$ cat config.mk
export PLATFORM = sky130hd
export DESIGN_NAME = vas_mem_port_arbiter
export DESIGN_NICKNAME = d
export VERILOG_FILES = /design/src/rtl/vas_mem_port_arbiter.sv
export SDC_FILE = /design/constraint.sdc
export NUM_CORES = 1
export LEC_CHECK = 0
export CORE_AREA = 4 4 106 108
export CTS_CLUSTER_DIAMETER = 80
export DETAILED_ROUTE_END_ITERATION = 8
export DIE_AREA = 0 0 110 112
export DONT_BUFFER_PORTS = 1
export PLACE_DENSITY = 0.72
export SYNTH_ARGS = -nofsm -noshare
export SYNTH_HDL_FRONTEND = slang
export SYNTH_SLANG_ARGS = --single-unit
$ cat constraint.sdc
create_clock -name clk -period 2 [get_ports clk]
set_input_delay 0.4 -clock clk [delete_from_list [all_inputs] [get_ports clk]]
set_output_delay 0.4 -clock clk [all_outputs]
set_load 0.05 [all_outputs]
$ cat src/rtl/vas_mem_port_arbiter.sv
// Shares one DTLB/dCache port between scalar and vector requesters; grant 1 cycle after request, done 1 cycle after response.
// One operation in flight; losing requester holds its request, anti-starvation burst limit, kill and response watchdog.
module vas_mem_port_arbiter #(
  parameter int ADDR_W      = 64,
  parameter int MAX_S_BURST = 4,
  parameter int TIMEOUT_CYC = 255
) (
  input  logic              clk,
  input  logic              rst,
  input  logic              s_req_i,
  input  logic              s_is_store_i,
  input  logic [ADDR_W-1:0] s_addr_i,
  input  logic              s_kill_i,
  input  logic              v_req_i,
  input  logic              v_is_store_i,
  input  logic [ADDR_W-1:0] v_addr_i,
  input  logic              v_kill_i,
  output logic              s_gnt_o,
  output logic              v_gnt_o,
  output logic              s_done_o,
  output logic              v_done_o,
  output logic              s_err_o,
  output logic              v_err_o,
  output logic              is_load_o,
  output logic              is_store_o,
  output logic [ADDR_W-1:0] addr_o,
  output logic              kill_mem_op_o,
  input  logic              ld_resp_valid_i,
  input  logic              st_resp_gnt_i,
  output logic              busy_o
);

  localparam logic [1:0] ST_IDLE = 2'd0;
  localparam logic [1:0] ST_WAIT = 2'd1;
  localparam logic [1:0] ST_KILL = 2'd2;

  logic [1:0]        state;
  logic              owner;
  logic              op_store;
  logic [3:0]        burst;
  logic [9:0]        wdog;
  logic [1:0]        kill_cnt;

  logic              v_win;
  logic              s_win;
  logic              win_store;
  logic [ADDR_W-1:0] win_addr;
  logic              own_kill;
  logic              resp_hit;
  logic              timed_out;

  assign v_win     = v_req_i && (!s_req_i || (burst >= 4'(MAX_S_BURST)));
  assign s_win     = s_req_i && !v_win;
  assign win_store = v_win ? v_is_store_i : s_is_store_i;
  assign win_addr  = v_win ? v_addr_i : s_addr_i;
  assign own_kill  = owner ? v_kill_i : s_kill_i;
  assign resp_hit  = op_store ? st_resp_gnt_i : ld_resp_valid_i;
  assign timed_out = (wdog == 10'(TIMEOUT_CYC));

  always_ff @(posedge clk or negedge rst) begin
    if (!rst) begin
      state         <= ST_IDLE;
      owner         <= 1'b0;
      op_store      <= 1'b0;
      burst         <= 4'd0;
      wdog          <= 10'd0;
      kill_cnt      <= 2'd0;
      addr_o        <= '0;
      s_gnt_o       <= 1'b0;
      v_gnt_o       <= 1'b0;
      s_done_o      <= 1'b0;
      v_done_o      <= 1'b0;
      s_err_o       <= 1'b0;
      v_err_o       <= 1'b0;
      is_load_o     <= 1'b0;
      is_store_o    <= 1'b0;
      kill_mem_op_o <= 1'b0;
      busy_o        <= 1'b0;
    end else begin
      s_gnt_o    <= 1'b0;
      v_gnt_o    <= 1'b0;
      s_done_o   <= 1'b0;
      v_done_o   <= 1'b0;
      s_err_o    <= 1'b0;
      v_err_o    <= 1'b0;
      is_load_o  <= 1'b0;
      is_store_o <= 1'b0;
      // The burst only matters while the vector side is actually waiting.
      if (!v_req_i) burst <= 4'd0;

      case (state)
        ST_IDLE: begin
          if (v_win || s_win) begin
            owner      <= v_win;
            op_store   <= win_store;
            addr_o     <= win_addr;
            s_gnt_o    <= s_win;
            v_gnt_o    <= v_win;
            is_load_o  <= !win_store;
            is_store_o <= win_store;
            wdog       <= 10'd0;
            busy_o     <= 1'b1;
            state      <= ST_WAIT;
            if (v_win) burst <= 4'd0;
            else if (v_req_i && burst != 4'hf) burst <= burst + 4'd1;
          end
        end
        ST_WAIT: begin
          if (own_kill) begin
            kill_mem_op_o <= 1'b1;
            kill_cnt      <= 2'd1;
            state         <= ST_KILL;
          end else if (timed_out) begin
            s_err_o  <= !owner;
            v_err_o  <= owner;
            kill_cnt <= 2'd0;
            state    <= ST_KILL;
          end else if (resp_hit) begin
            s_done_o <= !owner;
            v_done_o <= owner;
            busy_o   <= 1'b0;
            state    <= ST_IDLE;
          end else begin
            wdog <= wdog + 10'd1;
          end
        end
        ST_KILL: begin
          // kill_cnt counts kill cycles already shown; a timeout enters with 0 so err precedes the kill.
          if (kill_cnt == 2'd2) begin
            kill_mem_op_o <= 1'b0;
            busy_o        <= 1'b0;
            state         <= ST_IDLE;
          end else begin
            kill_mem_op_o <= 1'b1;
            kill_cnt      <= kill_cnt + 2'd1;
          end
        end
        default: begin
          kill_mem_op_o <= 1'b0;
          busy_o        <= 1'b0;
          state         <= ST_IDLE;
        end
      endcase
    end
  end

endmodule
==> impl_metrics.env <==
export IMPL_grt_max_degree=95
export IMPL_worst_slew_pin_slew_ns=0.549
export IMPL_netlist_area_leader_share_pct=51.6
export IMPL_multi_input_comb_area_um2=2020
export IMPL_worst_path_max_delay_cell="or4_4"
export IMPL_place_ws_ns=0.115
export IMPL_cts_root_buf="clkbuf_8"
export IMPL_syn_nets=663
export IMPL_syn_area_um2=4560
export IMPL_worstPathRequired_ns=2.32
export IMPL_seq_area_um2=2350
export IMPL_numClockSinks=94
export IMPL_drv_slew=0
export IMPL_num_antenna_cells=0
export IMPL_yosysWarnings=0
export IMPL_drive_above_1_share_pct=9.69
export IMPL_grt_pass1_vias=3565
export IMPL_reg2reg_to="kill_cnt[1]"
export IMPL_nets=656
export IMPL_die_w_um=110
export IMPL_path_clk_slew_ns=0.10
export IMPL_final_period_utilization_pct=95.3
export IMPL_critical_path_class="reg -> reg"
export IMPL_routed_wl_um=11900
export IMPL_cp_max_fo=11
export IMPL_finalSetupViolCount=0
export IMPL_status="complete, but fails checks"
export IMPL_dr_total_vias=3776
export IMPL_design_die_area_um2=12300
export IMPL_synth_most_common_cell="nand2_1"
export IMPL_antenna_left=0
export IMPL_reg2reg_depth=6
export IMPL_cts_tree="built"
export IMPL_dr_pass1_iters=5
export IMPL_grt_remaining_overflow=0
export IMPL_finalWorstPathRequiredPeriod_ns=1.91
export IMPL_wire_per_inst_um=18.3
export IMPL_core_um2=10200
export IMPL_ys_seq_area_share_pct=51.6
export IMPL_track_usage_pct=18.7
export IMPL_syn_avg_cell_area_um2=8.80
export IMPL_synth_edf_count=0
export IMPL_cp_top_family="simple AND/OR/NAND/NOR gates"
export IMPL_synth_ff_type="dfrtp_1"
export IMPL_drc_errors=0
export IMPL_cts_htree_levels=3
export IMPL_cp_num_cells=6
export IMPL_max_slew_margin_pct=63.4
export IMPL_p_per_area_nw_per_um2=1880
export IMPL_synth_cells=518
export IMPL_ctsLongestPathBuffers=2
export IMPL_synth_commonest_cells="139 x nand2_1, 94 x dfrtp_1, 76 x nor2_1, 75 x a31oi_1, 11 x buf_2"
export IMPL_syn2layout_area_growth_pct=8.23
export IMPL_synthArstFlopShare_pct=100
export IMPL_tns_ns=0
export IMPL_crit_path_start_kind="flip-flop"
export IMPL_crit_buf_inv=1
export IMPL_antenna_found_initial=0
export IMPL_synth_cell_types=53
export IMPL_cts_made_buffers=9
export IMPL_startpoint="wdog[1]"
export IMPL_fin_skew_ns=0.00955
export IMPL_max_clock_freq_mhz=525
export IMPL_failed_checks="hold timing"
export IMPL_rsz0062_at_grt="false"
export IMPL_hp_class="in -> async"
export IMPL_gp_congestion=0.854
export IMPL_viasPerCell=5.79
export IMPL_dp_hpwl_um=8830
export IMPL_die_h_um=112
export IMPL_ir_drop_mv=1.21
export IMPL_worstPathArrival_ns=2.22
export IMPL_cpPeakStageDelay_ns=0.51
export IMPL_p_leak_uw=0.00210
export IMPL_cap_violations=0
export IMPL_drtIter0Drc=238
export IMPL_start_util_pct=44.6
export IMPL_synth_top_cell_by_area="dfrtp_1"
export IMPL_hold_viol=94
export IMPL_critical_path_endpoint="kill_cnt[1]"
export IMPL_fillCellCount=956
export IMPL_timing_rr_start="wdog[1]"
export IMPL_ff2ff_setup_slack_ns=0.09
export IMPL_num_io_pins=212
export IMPL_cp_end_kind="flip-flop"
export IMPL_grt_first_pass_wirelength_um=18000
export IMPL_synth_seq_cells=94
export IMPL_setup_slack_ns=0.0949
export IMPL_rows=37
export IMPL_synth_area_leaders="dfrtp_1 52%, nand2_1 11%, a31oi_1 10%"
export IMPL_clk_latency_ns=0.37
export IMPL_hold_slack_ns=-0.296
export IMPL_power_uw=9280
export IMPL_worstPathCellList="ha_1, nand3_2, or4_4, buf_4, a211oi_1, a211o_1"
export IMPL_io_buffer_count=0
-- flip-flops by register name (all words and copies together), names as in the netlist, 2 cells and up --
signal	count
kill_cnt	2
burst	4
addr_o	64
wdog	10
state	2
-- per-layer routing --
layer / up-vias / GRT usage (%) / routed length, um
met5: - / 0 / 0
met4: 0 / 8.40 / 322
met3: 24 / 4.99 / 1070
met2: 189 / 31.0 / 5870
met1: 1783 / 22.6 / 4670
li1: 1780 / - / -
-- per-stage QoR --
step                cell area [um^2]  cells  utilization (%)
global route                    4930    652             48.2
detailed placement              4730    635             46.2
CTS                             4920    651             48.1
global placement                4730    635             46.2
floorplan                       4560    518                -
finish                          4930    652             48.2
-- how the worst min path moves through the flow --
stage,end,cells after the start
global placement,state[0],0
global route,addr_o[55],0
floorplan,addr_o[0],0
CTS,addr_o[53],0
finish,owner,0
detailed placement,state[0],0
-- kinds of logic after synthesis --
group	share of synthesized area [%]
buffers and inverters	4.64
DFF	51.6
AOI/OAI and AO/OA	15.9
and+or+nand+nor	24.6
adders and majority gates	1.92
muxes	1.26
-- worst reg2reg max path, stage by stage (launching register included) --
cell      delay [ns]
dfrtp_1         0.42
ha_1            0.25
nand3_2         0.10
or4_4           0.51
buf_4           0.20
a211oi_1        0.23
a211o_1         0.15
-- power by group --
part           switching, uW  total, uW  internal, uW
clock network            731       1240           507
registers               3120       5770          2650
logic                   1320       2280           959
-- final cells by class --
cell class | instances | share of cell area, %
inverter | 8 | 0.609
tap | 136 | 3.45
sequential | 94 | 47.7
clock buffer | 10 | 2.79
multi-input combinational | 380 | 40.9
timing repair buffer | 18 | 3.50
clock inverter | 6 | 1.12
-- layout by cell type, fill, tap and decap left out, drive strengths merged, types with 2 or more instances in the layout --
| master | netlist | layout |
|---|---|---|
| and3 | 7 | 7 |
| buf | 25 | 18 |
| and2 | 2 | 2 |
| nor4 | 2 | 2 |
| clkinvlp | 0 | 2 |
| o31ai | 2 | 2 |
| a31oi | 77 | 77 |
| mux2i | 3 | 3 |
| nor2b | 3 | 3 |
| nor3 | 4 | 4 |
| nand4b | 2 | 2 |
| nor3b | 3 | 3 |
| o21ai | 8 | 8 |
| clkinv | 0 | 2 |
| dfrtp | 94 | 94 |
| a211oi | 2 | 2 |
| a21boi | 3 | 3 |
| nand3 | 10 | 10 |
| ha | 7 | 7 |
| inv | 8 | 10 |
| clkbuf | 11 | 10 |
| nand2 | 139 | 139 |
| o211ai | 3 | 3 |
| nand4 | 3 | 3 |
| or4 | 3 | 3 |
| nand2b | 2 | 2 |
| a221o | 3 | 3 |
| nor2 | 76 | 76 |
| a21oi | 2 | 2 |
-- timing repair --
action,in CTS,in global routing
endpoints found under the setup margin,0,3
setup buffers,0,1
resized for setup,0,2
hold endpoints to repair,94,94
(Power assumes the default switching activity.)
